$ cat src/rtl/alu_pkg.sv
// Shared datapath definitions for the ALU: opcode encodings, status bit
// positions and the default operand width.
package alu_pkg;

    localparam int WIDTH_DEF = 16;

    typedef enum logic [1:0] {
        ALU_ADD = 2'b00,
        ALU_SUB = 2'b01,
        ALU_AND = 2'b10,
        ALU_NOT = 2'b11
    } alu_op_e;

    localparam int STAT_Z = 0;
    localparam int STAT_N = 1;
    localparam int STAT_V = 2;
    localparam int STAT_W = 3;

endpackage

$ cat src/rtl/alu_status_reg.sv
// Three-bit status register with load enable; clears asynchronously on rst_n.
module alu_status_reg
    import alu_pkg::*;
(
    input  logic              clk,
    input  logic              rst_n,
    input  logic              load,
    input  logic [STAT_W-1:0] stat_in,
    output logic [STAT_W-1:0] stat_out
);

    logic [STAT_W-1:0] stat_d;
    logic [STAT_W-1:0] stat_q;

    always_comb begin
        stat_d = stat_q;
        if (load) begin
            stat_d = stat_in;
        end
    end

    always_ff @(posedge clk or negedge rst_n) begin
        if (!rst_n) begin
            stat_q <= '0;
        end else begin
            stat_q <= stat_d;
        end
    end

    assign stat_out = stat_q;

endmodule

$ cat src/rtl/alu.sv
// Datapath ALU: combinational add/sub/and/not result plus registered
// zero/negative/overflow status captured when loads is high.
module alu
    import alu_pkg::*;
#(
    parameter int WIDTH = WIDTH_DEF
) (
    input  logic             clk,
    input  logic             rst_n,
    input  logic [WIDTH-1:0] Ain,
    input  logic [WIDTH-1:0] Bin,
    input  logic [1:0]       ALUop,
    input  logic             loads,
    output logic [WIDTH-1:0] out,
    output logic [2:0]       Z
);

    logic [WIDTH-1:0]  result;
    logic [STAT_W-1:0] stat_next;
    logic              a_msb;
    logic              b_msb;
    logic              r_msb;

    always_comb begin
        result = '0;
        unique case (alu_op_e'(ALUop))
            ALU_ADD: result = Ain + Bin;
            ALU_SUB: result = Ain + ~Bin + WIDTH'(1);
            ALU_AND: result = Ain & Bin;
            ALU_NOT: result = ~Bin;
        endcase
    end

    assign a_msb = Ain[WIDTH-1];
    assign b_msb = Bin[WIDTH-1];
    assign r_msb = result[WIDTH-1];

    // Overflow: operands whose effective signs agree produce a result of the other sign.
    always_comb begin
        stat_next         = '0;
        stat_next[STAT_Z] = (result == '0);
        stat_next[STAT_N] = r_msb;
        unique case (alu_op_e'(ALUop))
            ALU_ADD: stat_next[STAT_V] = (a_msb == b_msb) && (r_msb != a_msb);
            ALU_SUB: stat_next[STAT_V] = (a_msb != b_msb) && (r_msb != a_msb);
            ALU_AND: stat_next[STAT_V] = 1'b0;
            ALU_NOT: stat_next[STAT_V] = 1'b0;
        endcase
    end

    alu_status_reg u_status (
        .clk      (clk),
        .rst_n    (rst_n),
        .load     (loads),
        .stat_in  (stat_next),
        .stat_out (Z)
    );

    assign out = result;

endmodule

$ cat config.mk
export PLATFORM = sky130hd
export DESIGN_NAME = alu
export DESIGN_NICKNAME = d
export VERILOG_FILES = /design/src/rtl/alu_pkg.sv /design/src/rtl/alu_status_reg.sv /design/src/rtl/alu.sv
export SDC_FILE = /design/constraint.sdc
export NUM_CORES = 1
export LEC_CHECK = 0
export CORE_MARGIN = 5
export CORE_UTILIZATION = 35
export CTS_CLUSTER_SIZE = 20
export DETAILED_ROUTE_END_ITERATION = 8
export GPL_TIMING_DRIVEN = 0
export SYNTH_ARGS = -nofsm -noshare
export SYNTH_HDL_FRONTEND = slang
export SYNTH_HIERARCHICAL = 1
export SYNTH_SLANG_ARGS = --single-unit
$ cat constraint.sdc
create_clock -name clk -period 10.3 [get_ports clk]
set_clock_uncertainty 0.15 [all_clocks]
set_input_delay 2.06 -clock clk [delete_from_list [all_inputs] [get_ports clk]]
set_output_delay 2.06 -clock clk [all_outputs]
set_load 0.02 [all_outputs]
==> results.cfg, run 1 <==
[pwr]
power.leakage_nw = 1.23
powerDensity_nw_per_um2 = 78.5
power_mw = 0.227
vdd_drop_max_uv = 84.8

[yosys]
syn_nets = 373
synth_edf_count = 0
synthTopCellsByArea = ha_1, o21ai_0, inv_1
synth.largest_area_cell = ha_1
yosysSeqAreaShare = 0.0339
synth_area_per_cell_sq_um = 7.33
synth_area_sq_um = 2210
ys.flop_type = dfrtp_1
synth_async_sr_flop_share = 1.00
ys.warnings.count = 6
ys_types = 63
synth_cells = 302
ys_ff_latch = 3
synth.top_cell.area_share = 0.181

[setup_path]
cp_data_arrival_time_ns = 6.08
crit_path_end_kind = primary output
worstRegToRegCells = 1
critical_path.endpoint = out[14]
crit_path_start = Bin[0]
cp_slowest_cell = clkdlybuf4s50_1
path_max_fanout = 4
cpPeakStageDelay_ns = 0.72
cp_cell_sequence = clkdlybuf4s50_1 > ha_1 > inv_1 > fa_1 > o21bai_1 > a2111oi_0 > nor4_1 > o22ai_1 > a221oi_1 > nor2b_1 > nor4_1 > clkdlybuf4s50_1
start_kind = input pin
timing.rr.end = u_status/stat_out[1]
worstSetupPathDepth = 12
cpLargestDelayFamily = buffers and inverters
cp.buffers_inverters = 3
crit_type = in -> out
cp_data_required_time_ns = 8.09
r2r_slack_ns = 9.41
r2r-start = u_status/stat_out[1]

[clocking]
ctsHoldBuffers = 0
clock_latency_ns = 0.21
cts_buffer_depth = 2
post-cts-setup-buffers = 0
htree_levels = 1
clkSinkCount = 3
cts_buffers = 3
cts-root-buf = clkbuf_8
cts.clk_slew.worst_paths_ns = 0.03
cts_tree = built
cts_resized = 0

[layout]
fin_cells = 437
insertedDiodeCount = 0
seq_area_sq_um = 75.1
mostFrequentLayoutCell = clkdlybuf4s50_1
syn_to_final_growth_pct = 30.8
fin_nets = 432
multi_input_area_sq_um = 1890
largest_reg_flops = 3
final_cell_mix = clkdlybuf4s50_1, ha_1, inv_1, o21ai_0, nand2_1
drive_gt1_frac = 0.0889
final_area_sq_um = 2900
fillers = 660

[place]
gp_congestion = 0.960
place_area_sq_um = 2850
io_buffer_count = 54
hpwl_mm = 5.76
place_inst = 433
pre_cts_slack_ns = 2.04

[die]
rows = 29
die_h_um = 89.5
die-area_sq_um = 8010
ioPinCount = 56
fp.dieW_um = 89.5
core_area_sq_um = 6240
initial_utilization = 0.355

[timing]
relSlewSlack = 0.544
setup_viol = 0
grt_setup_unrepaired = no
fin_setup_tns_ns = 0
post-route-min-period_ns = 8.29
tightest_slew_ns = 0.667
max_freq_mhz = 121
hold_viol = 0
finalCritPeriodShare = 0.805
report.final.slew_viol_count = 0
worst_slack_ns = 2.01

[worst_hold_path]
hp-class = reg -> reg

[global_route]
grt_overflow = 0
antenna_found_initial = 0
grt_pass1_wl_mm = 10.9
grt_max_degree = 11
grt_usage = 0.170
grt_pass1_vias = 2218

[route]
dr.pass1.iters = 5
num_vias = 2474
routed_wl_mm = 6.94
drtIter0Drc = 167
drtAntennaViolNets = 0
drc = 0
viasPerCell = 5.66
post_drt_wl_per_cell_um = 15.9

[job]
max_cap_viol_count = 0

[run_status]
status = finished clean
## through the flow
stage	hold slack, ns	utilization
floorplan	0.486	-
global placement	0.342	0.457
detailed placement	0.353	0.457
CTS	0.360	0.464
global route	0.375	0.464
finish	0.354	0.464
## cells by family (layout without fill, tap and decap cells)
logic type	count (synthesis)	in the layout	share of synthesized area
compound gates	96	96	0.301
xor+xnor	12	12	0.0475
fa+ha+maj	34	34	0.199
buf+inv	49	107	0.112
flops	3	3	0.0339
mux	13	13	0.0735
simple gates	95	95	0.232
## Yosys cell counts, drive strengths merged (3+ instances only)
cell type  number
a2111oi         3
a211oi          7
a21o            6
a21oi          14
a221oi          5
a31oi           4
and3            3
buf             5
clkbuf         15
dfrtp           3
ha             32
inv            27
mux2            6
mux2i           5
nand2          19
nand2b          3
nand3           9
nand4           3
nor2           19
nor2b           6
nor3           12
nor4            7
o211ai          6
o21a            3
o21ai          24
o22ai           4
o31ai           4
or2             3
xnor2           7
xor2            5
## area by class of cell
type | instances | area share
tap | 77 | 0.0333
multi-input combinational | 250 | 0.653
sequential | 3 | 0.0259
timing repair buffer | 54 | 0.187
clock buffer | 4 | 0.0156
inverter | 28 | 0.0363
buffer | 21 | 0.0497
## worst min path at each step
| stage | startpoint | to | slack [ns] | cells past startpoint |
|---|---|---|---|---|
| after CTS | u_status/stat_out[2] | u_status/stat_out[2] | 0.36 | 1 |
| final | u_status/stat_out[2] | u_status/stat_out[2] | 0.35 | 1 |
| after detailed placement | u_status/stat_out[2] | u_status/stat_out[2] | 0.35 | 1 |
| after floorplan | u_status/stat_out[0] | u_status/stat_out[0] | 0.49 | 1 |
| after global placement | u_status/stat_out[1] | u_status/stat_out[1] | 0.34 | 1 |
| after global routing | u_status/stat_out[0] | u_status/stat_out[0] | 0.37 | 1 |
## where the power goes
| part | switching, mW | internal (mW) | leakage (nW) |
|---|---|---|---|
| registers | 0.000604 | 0.0131 | 0.0398 |
| clock network | 0.00748 | 0.0264 | 0.0228 |
| logic | 0.0964 | 0.0832 | 1.16 |
## routing by layer
layer  up-vias  track usage  wire length [um]
met3         2       0.0147               400
met4         0      0.00947                21
met2        71        0.289              3350
li1       1227            -                 -
met5         -            0                 0
met1      1174        0.244              3170
Note: power is estimated with default switching activity, not from simulation.
==> inputs of run 2 (changes only) <==
- clock period: 10.3 -> 8.25 ns (I/O delays scaled with it)
==> results of run 2 <==
The final DEF is identical to that of run 1. Status: finished clean.
Among the figures that moved: setup slack after placement 2.04 ns -> 0.814 ns; setup slack after layout 2.01 ns -> 0.781 ns; register-to-register setup slack 9.41 ns -> 7.36 ns; total power 0.227 mW -> 0.284 mW; worst IR drop on VDD 84.8 uV -> 106 uV
